## src/rtl/random_hit_scheduler.sv

```systemverilog
// +--------------------------------------------------------------------------+
// | random_hit_scheduler: turns a random word stream into timed hit events   |
// | Rev 1.0 - initial release                                                |
// +--------------------------------------------------------------------------+
`default_nettype none

module random_hit_scheduler #(
  parameter int RAND_OUT_SIZE = 7,
  parameter int MIN_GAP       = 4,
  parameter int TS_W          = 16,
  parameter int FIFO_DEPTH    = 8,
  parameter int DROP_W        = 8
) (
  input  logic                         clk,
  input  logic                         rst,
  input  logic                         enable,
  input  logic [RAND_OUT_SIZE-1:0]     rand_in,
  output logic                         hit_valid,
  input  logic                         hit_ready,
  output logic [TS_W-1:0]              hit_time,
  output logic [RAND_OUT_SIZE-1:0]     hit_amp,
  output logic [$clog2(FIFO_DEPTH):0]  fifo_count,
  output logic [DROP_W-1:0]            drop_count,
  output logic                         busy
);

  localparam int PTR_W = $clog2(FIFO_DEPTH);
  localparam int CNT_W = PTR_W + 1;
  localparam int GAP_W = RAND_OUT_SIZE + 1;
  localparam logic [CNT_W-1:0] C_DEPTH   = CNT_W'(FIFO_DEPTH);
  localparam logic [GAP_W-1:0] C_MIN_GAP = GAP_W'(MIN_GAP);

  typedef enum logic [1:0] {
    S_IDLE  = 2'd0,
    S_LOAD  = 2'd1,
    S_COUNT = 2'd2,
    S_EMIT  = 2'd3
  } state_t;

  state_t                    r_state;
  state_t                    w_state_next;
  logic [GAP_W-1:0]          r_gap;
  logic [GAP_W-1:0]          w_gap_next;
  logic                      w_emit;
  logic [TS_W-1:0]           r_ts;

  logic [TS_W-1:0]           r_mem_time [FIFO_DEPTH];
  logic [RAND_OUT_SIZE-1:0]  r_mem_amp  [FIFO_DEPTH];
  logic [PTR_W-1:0]          r_wr_ptr;
  logic [PTR_W-1:0]          r_rd_ptr;
  logic [PTR_W-1:0]          w_rd_next;
  logic [CNT_W-1:0]          r_count;
  logic [CNT_W-1:0]          w_count_next;
  logic [CNT_W-1:0]          w_count_after_pop;
  logic                      w_full;
  logic                      w_push;
  logic                      w_pop;
  logic                      w_drop;
  logic [TS_W-1:0]           w_head_time;
  logic [RAND_OUT_SIZE-1:0]  w_head_amp;

  logic                      r_hit_valid;
  logic [TS_W-1:0]           r_hit_time;
  logic [RAND_OUT_SIZE-1:0]  r_hit_amp;
  logic [DROP_W-1:0]         r_drop;
  logic                      r_busy;

  always_comb begin
    w_state_next = r_state;
    w_gap_next   = r_gap;
    w_emit       = 1'b0;
    case (r_state)
      S_IDLE: begin
        if (enable) w_state_next = S_LOAD;
      end
      S_LOAD: begin
        if (!enable) begin
          w_state_next = S_IDLE;
        end else begin
          w_gap_next   = {1'b0, rand_in} + C_MIN_GAP;
          w_state_next = S_COUNT;
        end
      end
      S_COUNT: begin
        if (!enable) begin
          w_state_next = S_IDLE;
        end else begin
          if (r_gap != '0) w_gap_next = r_gap - GAP_W'(1);
          // Leave on the cycle the counter hits zero so COUNT spans exactly the loaded gap
          if (r_gap <= GAP_W'(1)) w_state_next = S_EMIT;
        end
      end
      S_EMIT: begin
        w_emit       = 1'b1;
        w_state_next = enable ? S_LOAD : S_IDLE;
      end
      default: w_state_next = S_IDLE;
    endcase
  end

  always_ff @(posedge clk or negedge rst) begin
    if (!rst) begin
      r_state <= S_IDLE;
      r_gap   <= '0;
      r_ts    <= '0;
      r_busy  <= 1'b0;
    end else begin
      r_state <= w_state_next;
      r_gap   <= w_gap_next;
      r_ts    <= r_ts + TS_W'(1);
      r_busy  <= (w_state_next != S_IDLE);
    end
  end

  assign w_full            = (r_count == C_DEPTH);
  assign w_pop             = r_hit_valid & hit_ready;
  assign w_push            = w_emit & ~w_full;
  assign w_drop            = w_emit & w_full;
  assign w_rd_next         = r_rd_ptr + PTR_W'(w_pop);
  assign w_count_after_pop = r_count - CNT_W'(w_pop);
  assign w_count_next      = w_count_after_pop + CNT_W'(w_push);

  // A push into an otherwise empty queue becomes the head before the memory holds it
  always_comb begin
    if (w_push && (w_count_after_pop == '0)) begin
      w_head_time = r_ts;
      w_head_amp  = rand_in;
    end else begin
      w_head_time = r_mem_time[w_rd_next];
      w_head_amp  = r_mem_amp[w_rd_next];
    end
  end

  always_ff @(posedge clk) begin
    if (w_push) begin
      r_mem_time[r_wr_ptr] <= r_ts;
      r_mem_amp[r_wr_ptr]  <= rand_in;
    end
  end

  always_ff @(posedge clk or negedge rst) begin
    if (!rst) begin
      r_wr_ptr    <= '0;
      r_rd_ptr    <= '0;
      r_count     <= '0;
      r_hit_valid <= 1'b0;
      r_hit_time  <= '0;
      r_hit_amp   <= '0;
      r_drop      <= '0;
    end else begin
      if (w_push) r_wr_ptr <= r_wr_ptr + PTR_W'(1);
      r_rd_ptr    <= w_rd_next;
      r_count     <= w_count_next;
      r_hit_valid <= (w_count_next != '0);
      if (w_count_next != '0) begin
        r_hit_time <= w_head_time;
        r_hit_amp  <= w_head_amp;
      end
      if (w_drop && (r_drop != '1)) r_drop <= r_drop + DROP_W'(1);
    end
  end

  assign hit_valid  = r_hit_valid;
  assign hit_time   = r_hit_time;
  assign hit_amp    = r_hit_amp;
  assign fifo_count = r_count;
  assign drop_count = r_drop;
  assign busy       = r_busy;

endmodule

`default_nettype wire
```

## config.mk

```make
export PLATFORM = sky130hd
export DESIGN_NAME = random_hit_scheduler
export DESIGN_NICKNAME = d
export VERILOG_FILES = /design/src/rtl/random_hit_scheduler.sv
export SDC_FILE = /design/constraint.sdc
export NUM_CORES = 1
export LEC_CHECK = 0
export ABC_CLOCK_PERIOD_IN_PS = 4300
export CORE_ASPECT_RATIO = 0.75
export CORE_MARGIN = 8
export CORE_UTILIZATION = 50
export DETAILED_ROUTE_END_ITERATION = 12
export HOLD_SLACK_MARGIN = 0.1
export PLACE_DENSITY_LB_ADDON = 0.08
export SLEW_MARGIN = 20
export SYNTH_ARGS = -nofsm -noshare
export SYNTH_HDL_FRONTEND = slang
export SYNTH_SLANG_ARGS = --single-unit
```

## constraint.sdc

```tcl
create_clock -name clk -period 4.3 [get_ports clk]
set_clock_uncertainty 0.2 [all_clocks]
set_input_delay 0.43 -clock clk [delete_from_list [all_inputs] [get_ports clk]]
set_output_delay 0.43 -clock clk [all_outputs]
set_load 0.005 [all_outputs]
```

* After elaboration in Yosys (flattened, before gate mapping)
Memories as Yosys holds them, arrays and structs flattened.
Cells that the tools add are included.
** Word-level totals
- Register bits :: 69
- Memory bits (writable) :: 184
- Bits of input ports :: 11
- Output and inout port bits :: 37
- Logic and storage cells :: 58
- Memories kept :: 2
** Memory list
- r_mem_time :: depth 8, bits a word 16, rd ports 1, clocked after memory_dff 0, write ports 1, line 47 : logic [TS_W-1:0] r_mem_time [FIFO_DEPTH];
- r_mem_amp :: depth 8, bits a word 7, rd ports 1, clocked after memory_dff 0, write ports 1, line 48 : logic [RAND_OUT_SIZE-1:0] r_mem_amp [FIFO_DEPTH];
** Cells by class
- $add $sub $neg :: 8
- $lt $le $gt $ge :: 1
- Eq/ne operators :: 8
- Multiplexer cells :: 15
- Bitwise operators :: 4
- Reductions and logical operators :: 9
** Operator list (number)
- $mux 8 :: 3
- $add 16x1->16 const B :: 1
- $mux 16 :: 1
- $pmux 8 s2 :: 1
- $add 7x3->8 const B :: 1
- $add 8x1->8 const B :: 1
- $le 8x1->1 const B :: 1
- $mux 2 :: 4
- $ne 8x8->1 const B :: 1
- $pmux 2 s4 :: 1
- $reduce_bool 8->1 :: 1
- $sub 8x1->8 const B :: 1
- $mux 7 :: 1
- $ne 2x2->1 const B :: 3
- $add 4x1->4 :: 1
- $eq 2x2->1 const B :: 2
- $eq 4x4->1 const B :: 1
- $logic_not 4->1 :: 1
- $mux 1 :: 4
- $reduce_and 4->1 :: 1
- $reduce_bool 2->1 :: 2
- $reduce_bool 4->1 :: 1
- $sub 4x1->4 :: 1
- $add 3x1->3 :: 1
- other kinds (6) :: 9

* Longest topological paths before layout
- Depth in word-level cells :: 5
- Depth in mapped cells :: 11

* Least setup slack after synthesis
No wires, ideal clock.
- Path kind :: register to register
- From :: reg r_count[3], in the netlist fifo_count[3]
- To :: mem r_mem_amp[0][0], enable pin
- Data arrival time :: 2632 ps
- Required time :: 3668 ps
- Setup slack :: 1036 ps
- Stages on the path, launching flop included :: 6
- Path buffers :: 1
- Path through :: dfrtp_1 -> or4b_4 -> nor2b_1 -> buf_6 -> nand2b_1 -> nor3_1
** Between the ends
- Cells in the longest elaborated chain, start to end :: 5
** Ends and longest elaborated chain
- from (decl) :: line 52 : logic [CNT_W-1:0] r_count;
- from (signal assigned) :: line 153 : r_count <= w_count_next;
- $eq 4x4->1 :: line 115 : assign w_full = (r_count == C_DEPTH);
- $not 1->1 :: line 117 : assign w_push = w_emit & ~w_full;
- $and 1x1->1 :: line 117
- net w_push :: line 56 : logic w_push;
- $mux 1 :: line 135 : if (w_push) begin
- $mux 1 (implied by the code) :: line 137 : r_mem_amp[r_wr_ptr] <= rand_in;
- to (decl) :: line 48
The timed path passes the listed nets, and every way through them passes these cells.

* Worst setup path after layout
- From :: reg r_count[2], in the netlist fifo_count[2]
- To :: reg r_hit_time[13], in the netlist hit_time[13]
** Between the ends
- Cells in the longest elaborated chain, start to end :: 5
** Ends and longest elaborated chain
- $eq 4x4->1 :: line 115
- $not 1->1 :: line 117
- $and 1x1->1 :: line 117
- $add 4x1->4 :: line 121 : assign w_count_next = w_count_after_pop + CNT_W'(w_push);
- net w_count_next[1] :: line 53 : logic [CNT_W-1:0] w_count_next;
- $reduce_bool 4->1 :: line 155 : if (w_count_next != '0) begin
- to (signal assigned) :: line 156 : r_hit_time <= w_head_time;
- to (decl) :: line 63 : logic [TS_W-1:0] r_hit_time;
The timed path passes the listed nets, and every way through them passes these cells.
A chain may end at the register's enable or synchronous reset.

==> flow_metrics.tcl <==
set metrics [dict create \
    max_freq_mhz 261 \
    nNetsFinal 808 \
    cts_hold_buf 1 \
    ys_ff_latch 253 \
    p_leak_uw 0.00457 \
    grt_pass1_wl_um 36200 \
    critPathKind "reg -> reg" \
    synth_common_cells "edfxtp_1 (184), mux2i_1 (75), nand3_1 (70)" \
    maxSlewViolCount 0 \
    drc 0 \
    clkTransAtPathRegs_ns 0.06 \
    area_growth_pct 15.5 \
    design.core.area_mm2 0.0211 \
    avgSynthCellArea_um2 14.7 \
    timing.setup.tns_ns 0 \
    drt_wl_total_um 23000 \
    post_cts.repair.setup_buffers 0 \
    port_buffers 47 \
    cp_cell_sequence "or4b_4, nor2b_1, ha_1, ha_1, nor2_1, nand2_1, o31ai_4, buf_4, mux2_2" \
    syn_area_mm2 0.0107 \
    grt_pass1_vias 6306 \
    antenna_cells 0 \
    synthTopCellsByArea "edfxtp_1 (52%), dfrtp_1 (16%), mux2i_1 (7.0%)" \
    detail_route.iter0.violations 463 \
    status "completed" \
    power.total_uw 8550 \
    worst-endpoint-arrival_ns 4.03 \
    synth_top_area_cell "edfxtp_1" \
    synth.most_common_cell "edfxtp_1" \
    crit_path_max_fanout 13 \
    syn-num-nets 756 \
    synth-seq-area-share_pct 67.6 \
    grt_max_degree 77 \
    finalCritPeriodShare_pct 89.1 \
    cts_tree "yes" \
    die_y_um 143 \
    hp-class "in -> reg" \
    overflow 0 \
    fp.dieW_um 185 \
    die_area_mm2 0.0264 \
    maxCapViolCount 0 \
    num_vias 6145 \
    crit_slowest_cell "o31ai_4" \
    start_util_pct 50.8 \
    drt-pass1-iter-count 4 \
    finalSetupViolCount 0 \
    antenna_found_initial 0 \
    cp_common_cell "ha_1" \
    relSlewSlack_pct 35.1 \
    ir_drop_mv 0.429 \
    drt.antenna.violating_nets 0 \
    cts_sinks 253 \
    power_density_mw_per_mm2 691 \
    max_stage_delay_ns 0.63 \
    worst_slew_pin_slew_ns 0.974 \
    synth_top_area_share_pct 51.5 \
    cp-end-kind "flop" \
    synth_ff_type "edfxtp_1" \
    hold_viol 0 \
    grt_usage_pct 17.7 \
    post-route-min-period_ns 3.83 \
    worstPathRequired_ns 4.50 \
    place_congestion 0.809 \
    critPathBufInv 1 \
    clock-root-buffer "clkbuf_16" \
    io_pins 48 \
    syn_inst 732 \
    clk_latency_ns 0.52 \
    synth_edf_count 184 \
    cts_htree_levels 1 \
    cts_inserted_buffers 26 \
    layout-drive-gt1-share_pct 13.9 \
    place_hpwl_um 13200 \
    grt_setup_unrepaired "false" \
    wl_per_cell_um 21.1 \
    placementRows 46 \
    crit_path_start_kind "flop" \
    yosysWarnings 0 \
    cts_buffer_depth 3 \
    cp_top_family "simple AND/OR/NAND/NOR gates" \
    async_flop_share_pct 27.3 \
    via_per_inst 5.63 \
    cts_resized 0 \
    ys_types 45 \
]
==> state kept, by name, summed over array words and instances (netlist names) <==
| signal | count |
|---|---|
| r_mem_time | 128 |
| r_mem_amp | 56 |
| hit_time | 16 |
| r_ts | 16 |
| drop_count | 8 |
| r_gap | 8 |
| hit_amp | 7 |
| fifo_count | 4 |
| r_rd_ptr | 3 |
| r_wr_ptr | 3 |
| r_state | 2 |
| busy | 1 |
| hit_valid | 1 |
==> kinds of logic after synthesis <==
logic type | count (synthesis) | share of synthesized area (%)
and+or+nand+nor | 198 | 10.2
buffers and inverters | 67 | 2.84
muxes | 108 | 10.5
adders and majority gates | 13 | 1.52
xor gates and xnor gates | 32 | 2.68
DFF | 253 | 67.6
AOI/OAI and AO/OA | 61 | 4.66
==> cell usage in the layout, fill, tap and decap left out, types with 5 or more instances in the layout <==
| cell type | synthesis | layout |
|---|---|---|
| nor4_1 | 12 | 12 |
| mux2_2 | 33 | 33 |
| ha_1 | 13 | 12 |
| edfxtp_1 | 184 | 184 |
| o21ai_0 | 9 | 9 |
| dfrtp_1 | 69 | 69 |
| xnor2_1 | 23 | 22 |
| and2b_1 | 11 | 11 |
| clkbuf_1 | 24 | 5 |
| nor2_2 | 0 | 6 |
| a2111oi_0 | 32 | 32 |
| clkinv_2 | 0 | 8 |
| nor2b_1 | 24 | 24 |
| buf_4 | 0 | 20 |
| xor2_1 | 8 | 8 |
| clkdlybuf4s50_1 | 0 | 46 |
| mux2i_1 | 75 | 75 |
| nand2b_1 | 6 | 6 |
| a21oi_1 | 7 | 7 |
| nand3_1 | 70 | 70 |
| nand4_1 | 23 | 23 |
| nor2_1 | 19 | 13 |
| nand2_1 | 18 | 18 |
| clkbuf_16 | 0 | 27 |
| inv_1 | 23 | 23 |
==> metal layers <==
layer	GRT usage, %	vias up	share of wire, %
li1	-	2888	-
met1	24.7	3070	46
met2	28.3	149	46
met3	3.58	38	5.3
met4	4.37	0	2.0
met5	0	-	0
==> stage by stage <==
| stage | setup WS, ns | instance area [µm²] | hold slack (ns) | instances | util (%) |
|---|---|---|---|---|---|
| 2_1_floorplan | 1.04 | 10700 | -0.0656 | 732 | - |
| 6_report | 0.471 | 12400 | 0.241 | 1092 | 58.6 |
| 5_1_grt | 0.304 | 12400 | 0.220 | 1092 | 58.6 |
| 3_5_place_dp | 0.418 | 11500 | 0.282 | 1043 | 54.6 |
| 4_1_cts | 0.456 | 12400 | 0.222 | 1092 | 58.6 |
| 3_3_place_gp | 0.571 | 11500 | 0.276 | 1043 | 54.6 |
==> report_power, final <==
part / internal, µW / total [µW] / switching [µW]
registers: 2860 / 3040 / 184
clock network: 1300 / 2210 / 904
logic: 1470 / 3300 / 1830
total: 5640 / 8550 / 2920
==> final timing paths <==
check	startpoint	endpoint	slack [ns]	depth (start not counted)
max	fifo_count[2]$_DFF_PN0_	hit_time[13]$_DFFE_PN0P_	0.47	9
min	enable	busy$_DFF_PN0_	0.24	1
max reg2reg	fifo_count[2]$_DFF_PN0_	hit_time[13]$_DFFE_PN0P_	0.47	9
min reg2reg	drop_count[5]$_DFFE_PN0P_	drop_count[5]$_DFFE_PN0P_	0.29	1
max in group asynchronous	rst	r_ts[12]$_DFF_PN0_	2.86	2
min in group asynchronous	rst	drop_count[4]$_DFFE_PN0P_	0.40	2
==> layout make-up <==
cell class	instances	area [µm²]
flip-flops and latches	253	7250
multi-input cells	412	3210
clock inverters	14	128
repair buffers	67	621
fillers	1656	8740
well taps	288	360
clock buffers	34	722
inverters	24	90.1
Power figures use the tool's default switching activity.
